--- src/rtl/wb_pkg.sv ---
`default_nettype none
// ============================================================================
// Module      : wb_pkg
// Description : Shared types and constants for the writeback arbiter.
//               Defines the register-address width, default data width,
//               the buffered writeback request record and the source tag
//               that tracks which unit produced the current write.
// Revision    : 1.0 - initial release
// ============================================================================
package wb_pkg;

    localparam int REG_ADDR_W = 5;
    localparam int XLEN       = 32;

    typedef struct packed {
        logic [REG_ADDR_W-1:0] rd;
        logic [XLEN-1:0]       data;
    } wb_req_t;

    typedef enum logic [1:0] {
        WB_NONE = 2'd0,
        WB_ALU  = 2'd1,
        WB_LSU  = 2'd2
    } wb_src_e;

endpackage
`default_nettype wire

--- src/rtl/wb_fifo.sv ---
`default_nettype none
// ============================================================================
// Module      : wb_fifo
// Description : Circular buffer for LSU writeback requests that lost
//               arbitration. Strict in-order drain.
// Ports       : i_clk, i_rst (async, active-high)
//               i_push / i_push_data : enqueue (ignored when full)
//               i_pop                : dequeue head (ignored when empty)
//               o_head               : current head entry
//               o_full / o_empty     : registered occupancy flags
// Revision    : 1.0 - initial release
// ============================================================================
module wb_fifo
    import wb_pkg::*;
#(
    parameter int DEPTH = 2
)(
    input  logic    i_clk,
    input  logic    i_rst,
    input  logic    i_push,
    input  wb_req_t i_push_data,
    input  logic    i_pop,
    output wb_req_t o_head,
    output logic    o_full,
    output logic    o_empty
);

    localparam int PTR_W = (DEPTH > 1) ? $clog2(DEPTH) : 1;
    localparam int CNT_W = $clog2(DEPTH + 1);

    wb_req_t          r_mem [DEPTH];
    logic [PTR_W-1:0] r_wr_ptr;
    logic [PTR_W-1:0] r_rd_ptr;
    logic [CNT_W-1:0] r_count;

    logic w_push;
    logic w_pop;

    assign o_full  = (r_count == CNT_W'(DEPTH));
    assign o_empty = (r_count == '0);
    assign o_head  = r_mem[r_rd_ptr];

    assign w_push = i_push && !o_full;
    assign w_pop  = i_pop  && !o_empty;

    function automatic logic [PTR_W-1:0] ptr_inc(input logic [PTR_W-1:0] ptr);
        return (ptr == PTR_W'(DEPTH - 1)) ? '0 : ptr + PTR_W'(1);
    endfunction

    // Storage needs no reset: entries are only visible through the counter.
    always_ff @(posedge i_clk) begin
        if (w_push) begin
            r_mem[r_wr_ptr] <= i_push_data;
        end
    end

    always_ff @(posedge i_clk or posedge i_rst) begin
        if (i_rst) begin
            r_wr_ptr <= '0;
            r_rd_ptr <= '0;
            r_count  <= '0;
        end else begin
            if (w_push) begin
                r_wr_ptr <= ptr_inc(r_wr_ptr);
            end
            if (w_pop) begin
                r_rd_ptr <= ptr_inc(r_rd_ptr);
            end
            case ({w_push, w_pop})
                2'b10:   r_count <= r_count + CNT_W'(1);
                2'b01:   r_count <= r_count - CNT_W'(1);
                default: r_count <= r_count;
            endcase
        end
    end

endmodule
`default_nettype wire

--- src/rtl/wb_arbiter.sv ---
`default_nettype none
// ============================================================================
// Module      : wb_arbiter
// Description : Sole writer of register-file port 3. Merges single-cycle ALU
//               results (never stalled, highest priority) with LSU results
//               arriving over valid/ready; losing LSU results wait in a FIFO.
//               Maintains a pending-load scoreboard for the hazard unit.
// Ports       : i_clk, i_rst (async, active-high)
//               i_alu_valid/i_alu_rd/i_alu_data        : ALU result
//               i_lsu_valid/o_lsu_ready/i_lsu_rd/i_lsu_data : LSU result
//               i_ld_issue/i_ld_issue_rd               : load issue (sets pending)
//               i_q_a1/i_q_a2 -> o_pend1/o_pend2       : scoreboard queries
//               o_we3/o_a3/o_wd3                       : registered write port
// Options     : WB_LSU_BYPASS_EN - an accepted LSU result is written directly
//               (one cycle latency) when the FIFO is empty and the ALU does
//               not occupy the slot.
// Revision    : 1.0 - initial release
// ============================================================================
module wb_arbiter
    import wb_pkg::*;
#(
    parameter int XLEN       = wb_pkg::XLEN,
    parameter int FIFO_DEPTH = 2
)(
    input  logic            i_clk,
    input  logic            i_rst,
    input  logic            i_alu_valid,
    input  logic [4:0]      i_alu_rd,
    input  logic [XLEN-1:0] i_alu_data,
    input  logic            i_lsu_valid,
    output logic            o_lsu_ready,
    input  logic [4:0]      i_lsu_rd,
    input  logic [XLEN-1:0] i_lsu_data,
    input  logic            i_ld_issue,
    input  logic [4:0]      i_ld_issue_rd,
    input  logic [4:0]      i_q_a1,
    input  logic [4:0]      i_q_a2,
    output logic            o_pend1,
    output logic            o_pend2,
    output logic            o_we3,
    output logic [4:0]      o_a3,
    output logic [XLEN-1:0] o_wd3
);

    wb_req_t w_lsu_req;
    wb_req_t w_head;
    logic    w_full;
    logic    w_empty;
    logic    w_alu_wr;
    logic    w_lsu_fire;
    logic    w_lsu_keep;
    logic    w_pop;
    logic    w_push;
    logic    w_bypass;
    logic [31:0] w_pend_vec;
    logic [31:0] w_pend_nxt;

    logic            r_we3;
    logic [4:0]      r_a3;
    logic [XLEN-1:0] r_wd3;
    wb_src_e         r_src;
    logic [31:1]     r_pending;

    assign w_lsu_req.rd   = i_lsu_rd;
    assign w_lsu_req.data = i_lsu_data;

    // Ready depends only on registered occupancy, so a pop in a full cycle
    // does not open the handshake combinationally.
    assign o_lsu_ready = !w_full;
    assign w_lsu_fire  = i_lsu_valid && !w_full;
    assign w_lsu_keep  = w_lsu_fire && (i_lsu_rd != 5'd0);

    assign w_alu_wr = i_alu_valid && (i_alu_rd != 5'd0);
    // A valid ALU result owns the slot even when it targets x0.
    assign w_pop    = !i_alu_valid && !w_empty;

`ifdef WB_LSU_BYPASS_EN
    assign w_bypass = w_lsu_keep && w_empty && !i_alu_valid;
`else
    assign w_bypass = 1'b0;
`endif

    assign w_push = w_lsu_keep && !w_bypass;

    wb_fifo #(
        .DEPTH       (FIFO_DEPTH)
    ) u_fifo (
        .i_clk       (i_clk),
        .i_rst       (i_rst),
        .i_push      (w_push),
        .i_push_data (w_lsu_req),
        .i_pop       (w_pop),
        .o_head      (w_head),
        .o_full      (w_full),
        .o_empty     (w_empty)
    );

    always_ff @(posedge i_clk or posedge i_rst) begin
        if (i_rst) begin
            r_we3 <= 1'b0;
            r_a3  <= '0;
            r_wd3 <= '0;
            r_src <= WB_NONE;
        end else if (w_alu_wr) begin
            r_we3 <= 1'b1;
            r_a3  <= i_alu_rd;
            r_wd3 <= i_alu_data;
            r_src <= WB_ALU;
        end else if (w_pop) begin
            r_we3 <= 1'b1;
            r_a3  <= w_head.rd;
            r_wd3 <= w_head.data;
            r_src <= WB_LSU;
        end else if (w_bypass) begin
            r_we3 <= 1'b1;
            r_a3  <= i_lsu_rd;
            r_wd3 <= i_lsu_data;
            r_src <= WB_LSU;
        end else begin
            // Address and data hold; only the enable drops.
            r_we3 <= 1'b0;
            r_src <= WB_NONE;
        end
    end

    assign o_we3 = r_we3;
    assign o_a3  = r_a3;
    assign o_wd3 = r_wd3;

    // Scoreboard: a load clears when its write is on the port; a new issue
    // to the same register in that cycle takes precedence.
    assign w_pend_vec = {r_pending, 1'b0};

    always_comb begin
        w_pend_nxt = w_pend_vec;
        if (r_we3 && (r_src == WB_LSU)) begin
            w_pend_nxt[r_a3] = 1'b0;
        end
        if (i_ld_issue && (i_ld_issue_rd != 5'd0)) begin
            w_pend_nxt[i_ld_issue_rd] = 1'b1;
        end
        w_pend_nxt[0] = 1'b0;
    end

    always_ff @(posedge i_clk or posedge i_rst) begin
        if (i_rst) begin
            r_pending <= '0;
        end else begin
            r_pending <= w_pend_nxt[31:1];
        end
    end

    assign o_pend1 = w_pend_vec[i_q_a1];
    assign o_pend2 = w_pend_vec[i_q_a2];

endmodule
`default_nettype wire
--- config.mk ---
export PLATFORM = sky130hd
export DESIGN_NAME = wb_arbiter
export DESIGN_NICKNAME = d
export VERILOG_FILES = /design/src/rtl/wb_pkg.sv /design/src/rtl/wb_fifo.sv /design/src/rtl/wb_arbiter.sv
export SDC_FILE = /design/constraint.sdc
export NUM_CORES = 1
export LEC_CHECK = 0
export CORE_UTILIZATION = 50
export CTS_CLUSTER_DIAMETER = 50
export DETAILED_ROUTE_END_ITERATION = 12
export PLACE_DENSITY = 0.81
export SYNTH_ARGS = -nofsm -noshare
export SYNTH_HDL_FRONTEND = slang
export SYNTH_HIERARCHICAL = 1
export SYNTH_SLANG_ARGS = --single-unit
export TNS_END_PERCENT = 30
--- constraint.sdc ---
create_clock -name i_clk -period 3.3 [get_ports i_clk]
set_input_delay 0.33 -clock i_clk [delete_from_list [all_inputs] [get_ports i_clk]]
set_output_delay 0.33 -clock i_clk [all_outputs]
set_load 0.02 [all_outputs]
==> reports/qor.json, run 1 <==
{
  "run_status": {"value": "finished clean"},
  "fin_setup_tns": {"value": 0, "unit": "ns"},
  "synth_common_cells": {"value": "sky130_fd_sc_hd__dfrtp_1, sky130_fd_sc_hd__edfxtp_1, sky130_fd_sc_hd__o21ai_0"},
  "clkSinkCount": {"value": 149},
  "peak_clock_frequency_supported_by_timing": {"value": 351, "unit": "MHz"},
  "max-slew-margin-rel": {"value": 38.6, "unit": "%"},
  "finalClockSkew": {"value": 0.0120, "unit": "ns"},
  "ys_flop_type": {"value": "sky130_fd_sc_hd__dfrtp_1"},
  "rsz0062_at_grt": {"value": "no"},
  "cts_tree": {"value": "done"},
  "worst_path_fanout_max": {"value": 7},
  "hold_viol": {"value": 0},
  "hp-class": {"value": "in -> async"},
  "netlist_top_cells_area": {"value": "sky130_fd_sc_hd__edfxtp_1, sky130_fd_sc_hd__dfrtp_1, sky130_fd_sc_hd__o21ai_0, sky130_fd_sc_hd__mux2_4, sky130_fd_sc_hd__a22o_1"},
  "power.clock.fraction": {"value": 25.5, "unit": "%"},
  "critPathBufInv": {"value": 2},
  "netlist_area": {"value": 6630, "unit": "um2"},
  "power.switching": {"value": 2.09, "unit": "mW"},
  "yosys.area.top_type_share": {"value": 33.5, "unit": "%"},
  "timing.rr.start": {"value": "u_fifo/r_count[0]"},
  "grt_max_degree": {"value": 43},
  "synthCells": {"value": 479},
  "count_of_input_and_output_buffers": {"value": 134},
  "design_area": {"value": 8630, "unit": "um2"},
  "async_flop_share": {"value": 50.3, "unit": "%"},
  "globalRouteOverflowTotal": {"value": 0},
  "ctsResizeCount": {"value": 0},
  "synth.yosys.seq_area_share": {"value": 61.8, "unit": "%"},
  "start_util": {"value": 51.9, "unit": "%"},
  "layout_worst_path_cycle_share": {"value": 86.2, "unit": "%"},
  "path_clk_slew": {"value": 0.06, "unit": "ns"},
  "maxSlewViolCount": {"value": 0},
  "critical_path.startpoint": {"value": "i_q_a1[0]"},
  "max_cap_check_violation_count": {"value": 0},
  "groute.usage.overall": {"value": 24.6, "unit": "%"},
  "leakagePower": {"value": 3.35, "unit": "nW"},
  "synthesis.area_per_instance": {"value": 13.8, "unit": "um2"},
  "setup.reg_to_reg.worst_slack": {"value": 1.16, "unit": "ns"},
  "top_count_cell_post_synth": {"value": "sky130_fd_sc_hd__dfrtp_1"},
  "synthesis.nets": {"value": 574},
  "worstSkewPairLatency": {"value": 0.42, "unit": "ns"},
  "critical_path.slowest_cell": {"value": "sky130_fd_sc_hd__clkdlybuf4s50_1"},
  "area_growth_syn_to_layout": {"value": 30.2, "unit": "%"},
  "pin_count": {"value": 135},
  "synth.yosys.warnings": {"value": 6},
  "reg2reg_depth": {"value": 5},
  "finish.utilization": {"value": 67.6, "unit": "%"},
  "floorplan.die_area": {"value": 13700, "unit": "um2"},
  "critical_path.cell_chain": {"value": "clkdlybuf4s50_1 > mux4_2 > nand2b_1 > o211ai_1 > nand4_1 > clkdlybuf4s50_1"},
  "postCtsSetupBuffers": {"value": 0},
  "tightest_slew": {"value": 0.921, "unit": "ns"},
  "drt-initial-drc-count": {"value": 296},
  "synth-seq-cells": {"value": 149},
  "setup-violations-final": {"value": 0},
  "vias": {"value": 4644},
  "grt_first_pass_wirelength": {"value": 24600, "unit": "um"},
  "max-vdd-ir-drop": {"value": 0.000477, "unit": "V"},
  "cts_buffers": {"value": 17},
  "crit_family": {"value": "buffers and inverters"},
  "fin_nets": {"value": 708},
  "combPwrFrac": {"value": 31.7, "unit": "%"},
  "quantity_of_hold_fixing_buffers_added_after_cts": {"value": 0},
  "p_sw_share": {"value": 30.9, "unit": "%"},
  "post-synth-top-area-cell": {"value": "sky130_fd_sc_hd__edfxtp_1"},
  "dpl.hpwl": {"value": 11100, "unit": "um"},
  "detail_route.first_pass.iterations": {"value": 5},
  "antenna_found_initial": {"value": 0},
  "drt-total-wl": {"value": 15800, "unit": "um"},
  "first_global_vias": {"value": 4863},
  "critical-path-top-cell-by-count": {"value": "sky130_fd_sc_hd__clkdlybuf4s50_1"},
  "path_class": {"value": "in -> out"},
  "fp.dieH": {"value": 117, "unit": "um"},
  "drt.antenna.violating_nets": {"value": 0},
  "placementRows": {"value": 41},
  "internal_power": {"value": 4.69, "unit": "mW"},
  "cell_pwr_density": {"value": 785, "unit": "nW/um2"},
  "maximum_count_of_clock_buffers_along_a_single_path": {"value": 2},
  "n_antenna_cell": {"value": 0},
  "drt-vias-per-instance": {"value": 5.82},
  "worstPathArrival": {"value": 2.52, "unit": "ns"},
  "startpoint_type": {"value": "input pin"},
  "finalWorstPathRequiredPeriod": {"value": 2.85, "unit": "ns"},
  "die_w": {"value": 117, "unit": "um"},
  "routed_wire_length_per_instance": {"value": 19.8, "unit": "um"},
  "gp_congestion": {"value": 0.922},
  "core_area": {"value": 12800, "unit": "um2"},
  "clockRootBuffer": {"value": "sky130_fd_sc_hd__clkbuf_16"},
  "timing.critical_path.to_type": {"value": "output port"},
  "crit_path_max_incr_delay": {"value": 0.67, "unit": "ns"},
  "final_layout_size_suffix_gt1_share": {"value": 14.2, "unit": "%"},
  "synth-edff-count": {"value": 74},
  "placed_cell_area": {"value": 8100, "unit": "um2"},
  "detail_route.drc_violations": {"value": 0},
  "worstPathRequired": {"value": 2.97, "unit": "ns"},
  "p_seq_share": {"value": 42.8, "unit": "%"},
  "htree_levels": {"value": 4},
  "post_synth_num_cell_types": {"value": 44},
  "timing.rr.end": {"value": "u_fifo/r_mem[1][28]"}
}
## cell type report
| type | count | area, um2 |
|---|---|---|
| tap | 172 | 215 |
| multi-input combinational | 297 | 2340 |
| clock inverter | 5 | 52.6 |
| fill | 882 | 4140 |
| inverter | 8 | 32.5 |
| clock buffer | 27 | 473 |
| sequential | 149 | 4100 |
| timing repair buffer | 140 | 1410 |
## cells by family (layout without fill, tap and decap cells)
family                   Yosys count  count (layout)  share of synthesized area (%)
flip-flops                       149             149                           61.8
multiplexers                      61              61                           12.2
buffers and inverters             33             180                           3.04
AND/OR/NAND/NOR                   76              76                           6.55
AO/OA/AOI/OAI                    154             154                           15.6
XOR/XNOR                           5               5                          0.661
adder cells (fa/ha/maj)            1               1                          0.189
## registers in the layout (all words and copies together), names as in the netlist
signal	flops
u_fifo/r_mem	74
o_wd3	32
r_pending	31
o_a3	5
r_src	2
u_fifo/r_count	2
o_we3	1
u_fifo/r_rd_ptr	1
u_fifo/r_wr_ptr	1
## cell usage in the layout (no fill, tap or decap), drive strengths merged
cell and count:
edfxtp 74, or2 1, mux2i 18, and3 1, inv 8, nand4 2, xor2 2, mux2 37
nor4bb 1, a211oi 2, a22o 32, ha 1, a22oi 9, nor2 12, or3 3, nand3 12
o2111ai 2, clkinv 3, or4b 1, nand3b 7, clkbuf 27, mux4 6, or4 1, nand2 16
a21oi 6, or3b 2, a21o 32, nand4b 1, dfrtp 75, clkinvlp 1, nor2b 7, o311a 1
clkdlybuf4s50 134, bufinv 1, buf 6, o21ai 68, nand4bb 1, xnor2 3, nand2b 8, o211ai 2
## through the flow
| step | setup WS [ns] | power [mW] | cells | hold slack, ns |
|---|---|---|---|---|
| finish | 0.454 | 6.78 | 798 | 0.169 |
| floorplan | 0.291 | 4.21 | 479 | 0.0961 |
| detailed placement | 0.458 | 5.06 | 766 | 0.464 |
| global route | 0.296 | 7.09 | 798 | 0.188 |
| CTS | 0.462 | 6.81 | 798 | 0.166 |
| global placement | 0.499 | 4.96 | 766 | 0.461 |
## power groups by stage
stage          combinational [mW]  sequential [mW]  clock, mW
2_1_floorplan                1.26             2.95          0
5_1_grt                      2.30             2.95       1.83
4_1_cts                      2.16             2.90       1.75
3_3_place_gp                 2.07             2.89          0
6_report                     2.15             2.90       1.73
3_5_place_dp                 2.13             2.93          0
## worst max path at each step
stage	endpoint	depth (start not counted)
finish	o_pend1	6
detailed placement	o_pend1	6
floorplan	u_fifo/r_mem[0][0]	6
CTS	o_pend1	6
global placement	o_pend1	6
global route	o_pend1	6
## layer usage
metal | track usage [%] | up-vias | routed length, um
met4 | 12.5 | 0 | 413
met5 | 0 | - | 0
li1 | - | 2099 | -
met2 | 40.8 | 227 | 8030
met3 | 7.93 | 38 | 1240
met1 | 28.8 | 2280 | 6120
Note: power is estimated with default switching activity, not from simulation.
==> run 2, diff against run 1 <==
SETUP_SLACK_MARGIN = 0.1   (was unset)
==> results of run 2 <==
No change in the layout: final DEF, timing and power equal those of run 1.
==> run 3, diff against run 2 <==
CTS_CLUSTER_SIZE = 40   (was unset)
==> results of run 3 <==
No change in the layout: final DEF, timing and power equal those of run 1.
